File: src/rtl/ir_nec_rx_param_if.sv
`default_nettype none
// ============================================================================
// Module   : ir_nec_rx_param_if
// Brief    : Result handshake bundle between the NEC decoder and its consumer.
// Revision : 1.0 - initial release
// ============================================================================
interface ir_nec_rx_param_if;
  logic [31:0] out_data;
  logic        out_repeat;
  logic        out_valid;
  logic        out_ready;

  modport master (
    output out_data,
    output out_repeat,
    output out_valid,
    input  out_ready
  );

  modport slave (
    input  out_data,
    input  out_repeat,
    input  out_valid,
    output out_ready
  );
endinterface
`default_nettype wire

File: src/rtl/ir_nec_rx_param.sv
`default_nettype none
// ============================================================================
// Module   : ir_nec_rx_param
// Brief    : NEC IR frame / repeat decoder with microsecond width measurement,
//            selectable integrity check and a single-entry valid/ready output.
//            Optional input glitch filter: define IR_GLITCH_FILTER_EN.
// Revision : 1.0 - initial release
// ============================================================================
module ir_nec_rx_param #(
  parameter int CLK_HZ        = 50_000_000,
  parameter int ACTIVE_LOW    = 1,
  parameter int CHECK_MODE    = 1,
  parameter int TOL_PCT       = 25,
  parameter int TIMEOUT_US    = 12000,
  parameter int GLITCH_CYCLES = 64
) (
  input  logic              clk,
  input  logic              rst,
  input  logic              ir_in,
  ir_nec_rx_param_if.master out_if,
  output logic              err,
  output logic              overflow,
  output logic              busy
);

  function automatic logic [15:0] win_lo(input int nom);
    return 16'(nom - (nom * TOL_PCT) / 100);
  endfunction

  function automatic logic [15:0] win_hi(input int nom);
    return 16'(nom + (nom * TOL_PCT) / 100);
  endfunction

  function automatic logic in_win(input logic [15:0] w, input logic [15:0] lo,
                                  input logic [15:0] hi);
    return (w >= lo) && (w <= hi);
  endfunction

  function automatic logic check_ok(input logic [31:0] d);
    logic ok;
    ok = 1'b1;
    if ((CHECK_MODE >= 1) && (d[31:24] != ~d[23:16])) ok = 1'b0;
    if ((CHECK_MODE >= 2) && (d[15:8] != ~d[7:0]))    ok = 1'b0;
    return ok;
  endfunction

  localparam int              c_div        = (CLK_HZ / 1_000_000 < 1) ? 1 : CLK_HZ / 1_000_000;
  localparam int              c_pw         = (c_div > 1) ? $clog2(c_div) : 1;
  localparam logic [c_pw-1:0] c_presc_last = c_pw'(c_div - 1);
  localparam logic            c_idle_raw   = (ACTIVE_LOW != 0);
  localparam logic [15:0]     c_timeout    = 16'(TIMEOUT_US);

  localparam logic [15:0] c_lead_lo = win_lo(9000);
  localparam logic [15:0] c_lead_hi = win_hi(9000);
  localparam logic [15:0] c_data_lo = win_lo(4500);
  localparam logic [15:0] c_data_hi = win_hi(4500);
  localparam logic [15:0] c_rpt_lo  = win_lo(2250);
  localparam logic [15:0] c_rpt_hi  = win_hi(2250);
  localparam logic [15:0] c_bit_lo  = win_lo(560);
  localparam logic [15:0] c_bit_hi  = win_hi(560);
  localparam logic [15:0] c_one_lo  = win_lo(1690);
  localparam logic [15:0] c_one_hi  = win_hi(1690);

  typedef enum logic [2:0] {
    S_IDLE       = 3'd0,
    S_LEAD_MARK  = 3'd1,
    S_LEAD_SPACE = 3'd2,
    S_BIT_MARK   = 3'd3,
    S_BIT_SPACE  = 3'd4,
    S_RPT_MARK   = 3'd5
  } state_t;

  // ---------------------------------------------------------------- input path
  logic sync1_q, sync1_d, sync2_q, sync2_d, prev_q, prev_d;
  logic w_norm, w_level, w_rise, w_fall, w_edge;

  assign w_norm = (ACTIVE_LOW != 0) ? ~sync2_q : sync2_q;

`ifdef IR_GLITCH_FILTER_EN
  localparam int              c_gw          = $clog2(GLITCH_CYCLES + 1);
  localparam logic [c_gw-1:0] c_glitch_last = c_gw'(GLITCH_CYCLES - 1);

  logic            filt_q, filt_d;
  logic [c_gw-1:0] gcnt_q, gcnt_d;

  // A new level is adopted only on its GLITCH_CYCLES-th consecutive sample.
  always_comb begin
    filt_d = filt_q;
    gcnt_d = '0;
    if (w_norm != filt_q) begin
      if (gcnt_q == c_glitch_last) begin
        filt_d = w_norm;
      end else begin
        gcnt_d = gcnt_q + c_gw'(1);
      end
    end
  end

  always_ff @(posedge clk) begin
    if (rst) begin
      filt_q <= 1'b0;
      gcnt_q <= '0;
    end else begin
      filt_q <= filt_d;
      gcnt_q <= gcnt_d;
    end
  end

  assign w_level = filt_q;
`else
  localparam int c_unused_glitch_cycles = GLITCH_CYCLES;
  assign w_level = w_norm;
`endif

  assign w_rise = w_level & ~prev_q;
  assign w_fall = ~w_level & prev_q;
  assign w_edge = w_rise | w_fall;

  always_comb begin
    sync1_d = ir_in;
    sync2_d = sync1_q;
    prev_d  = w_level;
  end

  // ------------------------------------------------------------ width counter
  logic [c_pw-1:0] presc_q, presc_d;
  logic [15:0]     cnt_q, cnt_d;

  always_comb begin
    presc_d = presc_q;
    cnt_d   = cnt_q;
    if (w_edge) begin
      presc_d = '0;
      cnt_d   = '0;
    end else if (presc_q == c_presc_last) begin
      presc_d = '0;
      if (cnt_q != 16'hFFFF) cnt_d = cnt_q + 16'd1;
    end else begin
      presc_d = presc_q + c_pw'(1);
    end
  end

  logic w_in_lead, w_in_data, w_in_rpt, w_in_bit, w_in_one, w_timeout;
  assign w_in_lead = in_win(cnt_q, c_lead_lo, c_lead_hi);
  assign w_in_data = in_win(cnt_q, c_data_lo, c_data_hi);
  assign w_in_rpt  = in_win(cnt_q, c_rpt_lo, c_rpt_hi);
  assign w_in_bit  = in_win(cnt_q, c_bit_lo, c_bit_hi);
  assign w_in_one  = in_win(cnt_q, c_one_lo, c_one_hi);

  // ---------------------------------------------------------------------- FSM
  state_t      state_q, state_d;
  logic [4:0]  idx_q, idx_d;
  logic [31:0] shift_q, shift_d;
  logic [31:0] last_q, last_d;
  logic        seen_q, seen_d;
  logic [31:0] w_shift_ins;
  logic        w_abort, w_res_valid, w_res_rpt, w_err_ev;
  logic [31:0] w_res_data;

  assign w_timeout = (state_q != S_IDLE) && (cnt_q >= c_timeout);

  always_comb begin
    w_shift_ins         = shift_q;
    w_shift_ins[idx_q]  = w_in_one;
  end

  always_comb begin
    state_d     = state_q;
    idx_d       = idx_q;
    shift_d     = shift_q;
    last_d      = last_q;
    seen_d      = seen_q;
    w_abort     = 1'b0;
    w_res_valid = 1'b0;
    w_res_data  = shift_q;
    w_res_rpt   = 1'b0;
    w_err_ev    = 1'b0;

    case (state_q)
      S_IDLE: begin
        if (w_rise) state_d = S_LEAD_MARK;
      end
      S_LEAD_MARK: begin
        if (w_fall) begin
          if (w_in_lead) state_d = S_LEAD_SPACE;
          else           w_abort = 1'b1;
        end
      end
      S_LEAD_SPACE: begin
        if (w_rise) begin
          if (w_in_data) begin
            state_d = S_BIT_MARK;
            idx_d   = '0;
            shift_d = '0;
          end else if (w_in_rpt) begin
            state_d = S_RPT_MARK;
          end else begin
            w_abort = 1'b1;
          end
        end
      end
      S_BIT_MARK: begin
        if (w_fall) begin
          if (w_in_bit) state_d = S_BIT_SPACE;
          else          w_abort = 1'b1;
        end
      end
      S_BIT_SPACE: begin
        if (w_rise) begin
          if (w_in_bit || w_in_one) begin
            shift_d = w_shift_ins;
            // The stop mark after bit 31 is never measured; its leading edge ends the frame.
            if (idx_q == 5'd31) begin
              state_d = S_IDLE;
              if (check_ok(w_shift_ins)) begin
                w_res_valid = 1'b1;
                w_res_data  = w_shift_ins;
                last_d      = w_shift_ins;
                seen_d      = 1'b1;
              end else begin
                w_err_ev = 1'b1;
              end
            end else begin
              idx_d   = idx_q + 5'd1;
              state_d = S_BIT_MARK;
            end
          end else begin
            w_abort = 1'b1;
          end
        end
      end
      S_RPT_MARK: begin
        if (w_fall) begin
          if (w_in_bit) begin
            state_d = S_IDLE;
            if (seen_q) begin
              w_res_valid = 1'b1;
              w_res_data  = last_q;
              w_res_rpt   = 1'b1;
            end else begin
              w_err_ev = 1'b1;
            end
          end else begin
            w_abort = 1'b1;
          end
        end
      end
      default: state_d = S_IDLE;
    endcase

    if (w_abort || w_timeout) begin
      state_d     = S_IDLE;
      shift_d     = '0;
      idx_d       = idx_q;
      last_d      = last_q;
      seen_d      = seen_q;
      w_res_valid = 1'b0;
      w_res_rpt   = 1'b0;
      w_err_ev    = 1'b1;
    end
  end

  // ------------------------------------------------------------- output stage
  logic [31:0] out_data_q, out_data_d;
  logic        out_repeat_q, out_repeat_d;
  logic        out_valid_q, out_valid_d;
  logic        err_q, err_d, ovf_q, ovf_d;

  always_comb begin
    out_data_d   = out_data_q;
    out_repeat_d = out_repeat_q;
    out_valid_d  = out_valid_q;
    err_d        = w_err_ev;
    ovf_d        = 1'b0;
    if (out_valid_q && out_if.out_ready) out_valid_d = 1'b0;
    // A handshake in the same cycle frees the slot for the incoming result.
    if (w_res_valid) begin
      if (!out_valid_q || out_if.out_ready) begin
        out_data_d   = w_res_data;
        out_repeat_d = w_res_rpt;
        out_valid_d  = 1'b1;
      end else begin
        ovf_d = 1'b1;
      end
    end
  end

  always_ff @(posedge clk) begin
    if (rst) begin
      sync1_q      <= c_idle_raw;
      sync2_q      <= c_idle_raw;
      prev_q       <= 1'b0;
      presc_q      <= '0;
      cnt_q        <= '0;
      state_q      <= S_IDLE;
      idx_q        <= '0;
      shift_q      <= '0;
      last_q       <= '0;
      seen_q       <= 1'b0;
      out_data_q   <= '0;
      out_repeat_q <= 1'b0;
      out_valid_q  <= 1'b0;
      err_q        <= 1'b0;
      ovf_q        <= 1'b0;
    end else begin
      sync1_q      <= sync1_d;
      sync2_q      <= sync2_d;
      prev_q       <= prev_d;
      presc_q      <= presc_d;
      cnt_q        <= cnt_d;
      state_q      <= state_d;
      idx_q        <= idx_d;
      shift_q      <= shift_d;
      last_q       <= last_d;
      seen_q       <= seen_d;
      out_data_q   <= out_data_d;
      out_repeat_q <= out_repeat_d;
      out_valid_q  <= out_valid_d;
      err_q        <= err_d;
      ovf_q        <= ovf_d;
    end
  end

  assign out_if.out_data   = out_data_q;
  assign out_if.out_repeat = out_repeat_q;
  assign out_if.out_valid  = out_valid_q;
  assign err               = err_q;
  assign overflow          = ovf_q;
  assign busy              = (state_q != S_IDLE);

endmodule
`default_nettype wire
File: src/flat_wrapper.sv
// flat-port wrapper written by rule: the top's interface ports become plain ports
module ir_nec_rx_param_flat 
#(
  parameter int CLK_HZ        = 50_000_000,
  parameter int ACTIVE_LOW    = 1,
  parameter int CHECK_MODE    = 1,
  parameter int TOL_PCT       = 25,
  parameter int TIMEOUT_US    = 12000,
  parameter int GLITCH_CYCLES = 64
)
  (clk, rst, ir_in, err, overflow, busy, out_if_out_data, out_if_out_repeat, out_if_out_valid, out_if_out_ready);
  ir_nec_rx_param_if out_if_i ();
  input  logic clk;
  input  logic rst;
  input  logic ir_in;
  output logic err;
  output logic overflow;
  output logic busy;
  output wire logic [$bits(out_if_i.out_data)-1:0] out_if_out_data;
  output wire logic [$bits(out_if_i.out_repeat)-1:0] out_if_out_repeat;
  output wire logic [$bits(out_if_i.out_valid)-1:0] out_if_out_valid;
  input wire logic [$bits(out_if_i.out_ready)-1:0] out_if_out_ready;
  assign out_if_out_data = out_if_i.out_data;
  assign out_if_out_repeat = out_if_i.out_repeat;
  assign out_if_out_valid = out_if_i.out_valid;
  assign out_if_i.out_ready = out_if_out_ready;
  ir_nec_rx_param #(.CLK_HZ(CLK_HZ), .ACTIVE_LOW(ACTIVE_LOW), .CHECK_MODE(CHECK_MODE), .TOL_PCT(TOL_PCT), .TIMEOUT_US(TIMEOUT_US), .GLITCH_CYCLES(GLITCH_CYCLES)) u_core (.clk(clk), .rst(rst), .ir_in(ir_in), .out_if(out_if_i), .err(err), .overflow(overflow), .busy(busy));
endmodule
File: config.mk
export PLATFORM = sky130hd
export DESIGN_NAME = ir_nec_rx_param_flat
export DESIGN_NICKNAME = d
export VERILOG_FILES = /design/src/rtl/ir_nec_rx_param_if.sv /design/src/rtl/ir_nec_rx_param.sv /design/src/flat_wrapper.sv
export SDC_FILE = /design/constraint.sdc
export NUM_CORES = 1
export LEC_CHECK = 0
export ABC_AREA = 1
export CELL_PAD_IN_SITES_DETAIL_PLACEMENT = 0
export CELL_PAD_IN_SITES_GLOBAL_PLACEMENT = 1
export CORE_UTILIZATION = 46
export DETAILED_ROUTE_END_ITERATION = 6
export PLACE_DENSITY = 0.93
export SETUP_SLACK_MARGIN = 0.05
export SYNTH_ARGS = -nofsm -noshare
export SYNTH_HDL_FRONTEND = slang
export SYNTH_SLANG_ARGS = --single-unit
export TNS_END_PERCENT = 100
File: constraint.sdc
create_clock -name clk -period 4 [get_ports clk]
set_input_delay 0.6 -clock clk [delete_from_list [all_inputs] [get_ports clk]]
set_output_delay 0.6 -clock clk [all_outputs]
set_load 0.05 [all_outputs]
=== Word-level counts from Yosys, hierarchy flattened ===
Index checks and enable logic that the tools add are counted.

* Bits in registers: 134
* Bits in latches: 0
* Bits in writable memories: 0
* Bits in read-only memories: 0
* Input bits: 4
* Logic and storage cells: 162
* Memories kept: 0

* $add $sub $neg: 3
* Multiply operators: 0
* Divide/modulo/power cells: 0
* $lt $le $gt $ge: 13
* Equal/unequal tests: 22
* Shift-type cells: 0
* Multiplexer cells: 75
* Bitwise operators: 8
* Reduce and logical (&&, ||, !) cells: 26

{| class="wikitable"
|+ Operators with widths
! kind !! count
|-
| $mux 32 || 11
|-
| $pmux 32 s2 || 2
|-
| $mux 1 || 37
|-
| $mux 3 || 12
|-
| $bwmux 32 || 1
|-
| $ge 16x11->1 const B || 2
|-
| $le 16x12->1 const B || 2
|-
| $mux 5 || 5
|-
| $ne 2x1->1 const B || 11
|-
| $pmux 3 s6 || 1
|-
| $add 16x1->16 const B || 1
|-
| $ge 16x12->1 const B || 1
|-
| $ge 16x13->1 const B || 1
|-
| $ge 16x14->1 const B || 1
|-
| $ge 16x9->1 const B || 1
|-
| $le 16x10->1 const B || 1
|-
| $le 16x13->1 const B || 1
|-
| $le 16x14->1 const B || 1
|-
| $ne 16x16->1 const B || 1
|-
| $reduce_and 11->1 || 1
|-
| $pmux 5 s2 || 1
|-
| $logic_and 1x1->1 || 8
|-
| $ne 8x8->1 || 1
|-
| $not 8->8 || 1
|-
| other kinds (29) || 42
|}

=== Depth between registers and ports, before layout ===
* Depth in word-level cells: 20
* Depth in mapped cells: 23
* Depth with buffers taken out: 20

=== Worst setup path before layout ===
No wires, ideal clock.

* Path type: reg-to-reg
* Start point: register u_core.cnt_q[12]
* End point: register u_core.out_data_q[0], in the netlist u_core.out_if.out_data[0]
* Setup time: 0.113 ns
* Data arrival time: 2.231 ns
* Path slack: 1.656 ns
* Stages on the path, launching flop included: 21
* Path buffers: 4
* Cell sequence: dfxtp_1 buf_6 nor2_2 nand3_1 nor2_1 nand2_2 nand2_1 buf_6 buf_6 nand2_1 o21ai_1 nand2_1 nand2_1 nand2_1 nor2_4 nand4_4 nand2_4 buf_2 nand3_1 nor2_1 nor2_1

* Word-level cells in the longest chain between the ends: 17

{| class="wikitable"
|+ RTL lines
! what !! RTL line !! source
|-
| start: declaration || ir_nec_rx_param.sv:127 || <nowiki>logic [15:0] cnt_q, cnt_d;</nowiki>
|-
| start signal: assignment || ir_nec_rx_param.sv:310 || <nowiki>cnt_q <= cnt_d;</nowiki>
|-
| $ge 16x11->1 or $le 16x12->1 (tied branches) || ir_nec_rx_param.sv:36 || <nowiki>return (w >= lo) && (w <= hi);</nowiki>
|-
| $logic_and 1x1->1 || ir_nec_rx_param.sv:36 ||
|-
| $bwmux 32 || ir_nec_rx_param.sv:164 || <nowiki>w_shift_ins[idx_q] = w_in_one;</nowiki>
|-
| $not 8->8 || ir_nec_rx_param.sv:42 || <nowiki>if ((CHECK_MODE >= 1) && (d[31:24] != ~d[23:16])) ok = 1'b0;</nowiki>
|-
| $ne 8x8->1 || ir_nec_rx_param.sv:42 ||
|-
| $mux 1 || ir_nec_rx_param.sv:42 ||
|-
| $mux 1 || ir_nec_rx_param.sv:213 || <nowiki>if (idx_q == 5'd31) begin</nowiki>
|-
| $mux 1 || ir_nec_rx_param.sv:210 || <nowiki>if (w_in_bit || w_in_one) begin</nowiki>
|-
| $mux 1 || ir_nec_rx_param.sv:209 || <nowiki>if (w_rise) begin</nowiki>
|-
| $mux 1 || ir_nec_rx_param.sv:179 || <nowiki>case (state_q)</nowiki>
|-
| $mux 1 || ir_nec_rx_param.sv:215 || <nowiki>if (check_ok(w_shift_ins)) begin</nowiki>
|-
| $mux 1 || ir_nec_rx_param.sv:213 ||
|-
| $mux 1 || ir_nec_rx_param.sv:210 ||
|-
| $mux 1 || ir_nec_rx_param.sv:209 ||
|-
| $pmux 1 s2 || ir_nec_rx_param.sv:179 ||
|-
| $mux 1 || ir_nec_rx_param.sv:251 || <nowiki>if (w_abort || w_timeout) begin</nowiki>
|-
| $reduce_and 2->1 (no source line) || n/a ||
|-
| end signal: assignment || ir_nec_rx_param.sv:316 || <nowiki>out_data_q <= out_data_d;</nowiki>
|-
| end: declaration || ir_nec_rx_param.sv:264 || <nowiki>logic [31:0] out_data_q, out_data_d;</nowiki>
|}

Several ways; a longest one is shown, not always the timed one. The select of a mux whose other input is x is not followed.
A chain may end at the register's enable or synchronous reset.

=== Worst setup path in the final report ===
* Start point: register u_core.cnt_q[5]
* End point: register u_core.out_data_q[10], in the netlist u_core.out_if.out_data[10]

Same word-level chain as after synthesis.

==> impl_metrics.tcl <==
set metrics [dict create \
    syn_nets 1404 \
    crit_required_ns 4.36 \
    hold_buffers 0 \
    path_cells "nand2_2 > inv_2 > nand2_1 > nor2_1 > nand2_1 > nand2_2 > nand2_1 > buf_4 > a21oi_2 > nand2_1 > nand2_1 > nand2_1 > nor2_4 > nand4_4 > nand2_4 > nand2_4 > nand2_1 > nand2_1 > nor2_1" \
    yosysTopAreaCell "dfxtp_1" \
    crit_family "simple AND/OR/NAND/NOR gates" \
    num_vias 8453 \
    cts_buffers 17 \
    dp.cells 1595 \
    nFillCells 1844 \
    fin_crit_ns 3.60 \
    tightest_slew_ns 0.807 \
    holdCritPathClass "flip-flop to flip-flop" \
    wl_per_cell_um 14.2 \
    ys_seq_area_frac 0.322 \
    drv_slew 0 \
    yosys_warnings 0 \
    n_antenna_cell 0 \
    h-tree-depth 4 \
    fin_skew_ns 0.0108 \
    crit_path_start_kind "flip-flop" \
    drc 0 \
    ir_drop_v 0.000310 \
    grt_pass1_vias 7757 \
    critPathKind "flip-flop to flip-flop" \
    syn_to_final_growth_pct 13.0 \
    slew_headroom 0.462 \
    dr.pass1.iters 5 \
    preCtsSetupSlack_ns 0.496 \
    seq_area_um2 2680 \
    setup_violations 0 \
    dieWidth_um 137 \
    fin_crit_sh 0.901 \
    slowest_stage "dfxtp_1" \
    cp_num_cells 19 \
    clock-sinks 134 \
    synthCells 1387 \
    clk_pin_slew_ns 0.06 \
    antenna_found_initial 0 \
    maxCapViolCount 0 \
    cts_max_path_buffers 2 \
    grt_max_degree 68 \
    track_usage 0.262 \
    rows 48 \
    synth_ff_type "dfxtp_1" \
    p_leak_nw 4.28 \
    io_buffers 40 \
    cts_tree "yes" \
    setup_tns_ns 0 \
    holdPathStages 1 \
    io_pins 41 \
    cts.repair.resized 0 \
    power_density_nw_per_um2 331 \
    multi_input_area_um2 4590 \
    detail_route.vias_per_cell 5.20 \
    synth_area_um2 8330 \
    rsz0062_at_grt "false" \
    postSynthAreaPerCell_um2 6.00 \
    overflow 0 \
    clock_insertion_delay_worst_skew_ns 0.43 \
    dp_hpwl_um 14900 \
    post_cts_buffers 0 \
    drive_gt1_frac 0.0571 \
    synth_top_area_frac 0.322 \
    cp.arrival_ns 3.97 \
    synth_cell_types 41 \
    cp_max_fo 35 \
    initial_core_util 0.476 \
    post_synth_main_area_contributors "dfxtp_1 32%, nand2_1 14%, nor2_1 11%" \
    gp_congestion 0.957 \
    drtIter0Drc 511 \
    ctsRootBufferMaster "clkbuf_16" \
    grt_first_pass_wirelength_um 38200 \
    final_net_count 1406 \
    r2r_cells 19 \
    routed_wl_um 23200 \
    end_kind "flip-flop" \
    fmax_mhz 277 \
    finalWorstSetupSlack_ns 0.395 \
    status "finished clean" \
    worst_path_largest_cell_delay_ns 0.49 \
    synth-edff-count 0 \
    crit_top_cell "nand2_1" \
    coreArea_um2 17500 \
    critPathBufInv 2 \
    ys_ff_latch 134 \
    die_height_um 137 \
    synth.most_common_cell "nand2_1" \
    synth_common_cells "318 x nand2_1, 234 x nor2_1, 179 x inv_1" \
    finalHoldViolCount 0 \
    ant_nets 0 \
    async_flop_share 0 \
    fin_cells 1627 \
    dieArea_um2 18600 \
]
## area by class of cell
| type | count | share of cell area |
|---|---|---|
| tap | 225 | 0.0299 |
| clock inverter | 12 | 0.0161 |
| inverter | 191 | 0.0762 |
| sequential | 134 | 0.285 |
| timing repair buffer | 56 | 0.0566 |
| clock buffer | 20 | 0.0485 |
| multi-input combinational | 989 | 0.488 |
## layout by cell type (no fill, tap or decap), types with 2 or more instances in the layout
| master | netlist | routed |
|---|---|---|
| a211oi_1 | 35 | 35 |
| a21oi_1 | 93 | 93 |
| buf_4 | 2 | 15 |
| bufinv_16 | 0 | 3 |
| clkbuf_16 | 0 | 17 |
| clkbuf_8 | 0 | 2 |
| clkdlybuf4s50_1 | 0 | 40 |
| clkinv_1 | 3 | 3 |
| clkinv_2 | 0 | 3 |
| clkinvlp_4 | 0 | 5 |
| dfxtp_1 | 134 | 134 |
| ha_1 | 13 | 13 |
| inv_1 | 179 | 177 |
| inv_2 | 9 | 11 |
| nand2_1 | 318 | 318 |
| nand2_2 | 2 | 2 |
| nand2_4 | 2 | 2 |
| nand3_1 | 67 | 66 |
| nand3_2 | 1 | 2 |
| nand4_1 | 11 | 11 |
| nor2_1 | 234 | 233 |
| nor2_2 | 2 | 3 |
| nor2_4 | 3 | 3 |
| nor3_1 | 19 | 19 |
| nor3b_1 | 2 | 2 |
| nor4_1 | 3 | 3 |
| o21ai_0 | 162 | 162 |
| o21ai_1 | 2 | 2 |
| o21ai_2 | 2 | 2 |
| or2_2 | 5 | 5 |
## cells by family (layout without fill, tap and decap cells)
logic type | after synthesis | count (layout) | share of synthesized area
AND/OR/NAND/NOR | 672 | 672 | 0.332
adder cells (fa/ha/maj) | 13 | 13 | 0.0195
AO/OA/AOI/OAI | 303 | 303 | 0.198
XOR/XNOR | 1 | 1 | 0.00105
buffers and inverters | 264 | 279 | 0.128
flip-flops | 134 | 134 | 0.322
## path summary, 6_finish.rpt
| path | from | end | slack (ns) |
|---|---|---|---|
| max | u_core.cnt_q[5]$_SDFFE_PP0P_ | u_core.out_if.out_data[10]$_SDFFE_PP0P_ | 0.40 |
| min | u_core.sync1_q$_SDFF_PP1_ | u_core.sync2_q$_SDFF_PP1_ | 0.43 |
| max reg2reg | u_core.cnt_q[5]$_SDFFE_PP0P_ | u_core.out_if.out_data[10]$_SDFFE_PP0P_ | 0.40 |
| min reg2reg | u_core.sync1_q$_SDFF_PP1_ | u_core.sync2_q$_SDFF_PP1_ | 0.43 |
## per-layer routing
layer,share of wire,vias to the layer above,global-route usage
li1,-,4424,-
met1,0.47,3746,0.329
met2,0.46,251,0.439
met3,0.057,32,0.0541
met4,0.014,0,0.0938
met5,0,-,0
## power breakdown
group | leakage [nW] | switching (W) | internal, W
Clock | 0.284 | 0.000627 | 0.00101
Sequential | 1.08 | 0.00000912 | 0.00135
Combinational | 2.92 | 0.0000884 | 0.0000363
## registers in the layout (all words and copies together) (netlist names), 3 cells and up
name and flops:
u_core.last_q 32, u_core.out_if.out_data 32, u_core.shift_q 32, u_core.cnt_q 16, u_core.presc_q 6, u_core.idx_q 5, u_core.state_q 3
## stage by stage
stage,instance area (um2),total power [W],hold slack [ns],utilization
2_1_floorplan,8330,0.00147,0.389,-
3_3_place_gp,8800,0.00151,0.392,0.504
3_5_place_dp,8800,0.00151,0.417,0.504
4_1_cts,9410,0.00314,0.431,0.538
5_1_grt,9410,0.00322,0.439,0.538
6_report,9410,0.00312,0.426,0.538
No activity file was read; power rests on OpenSTA's default activity.
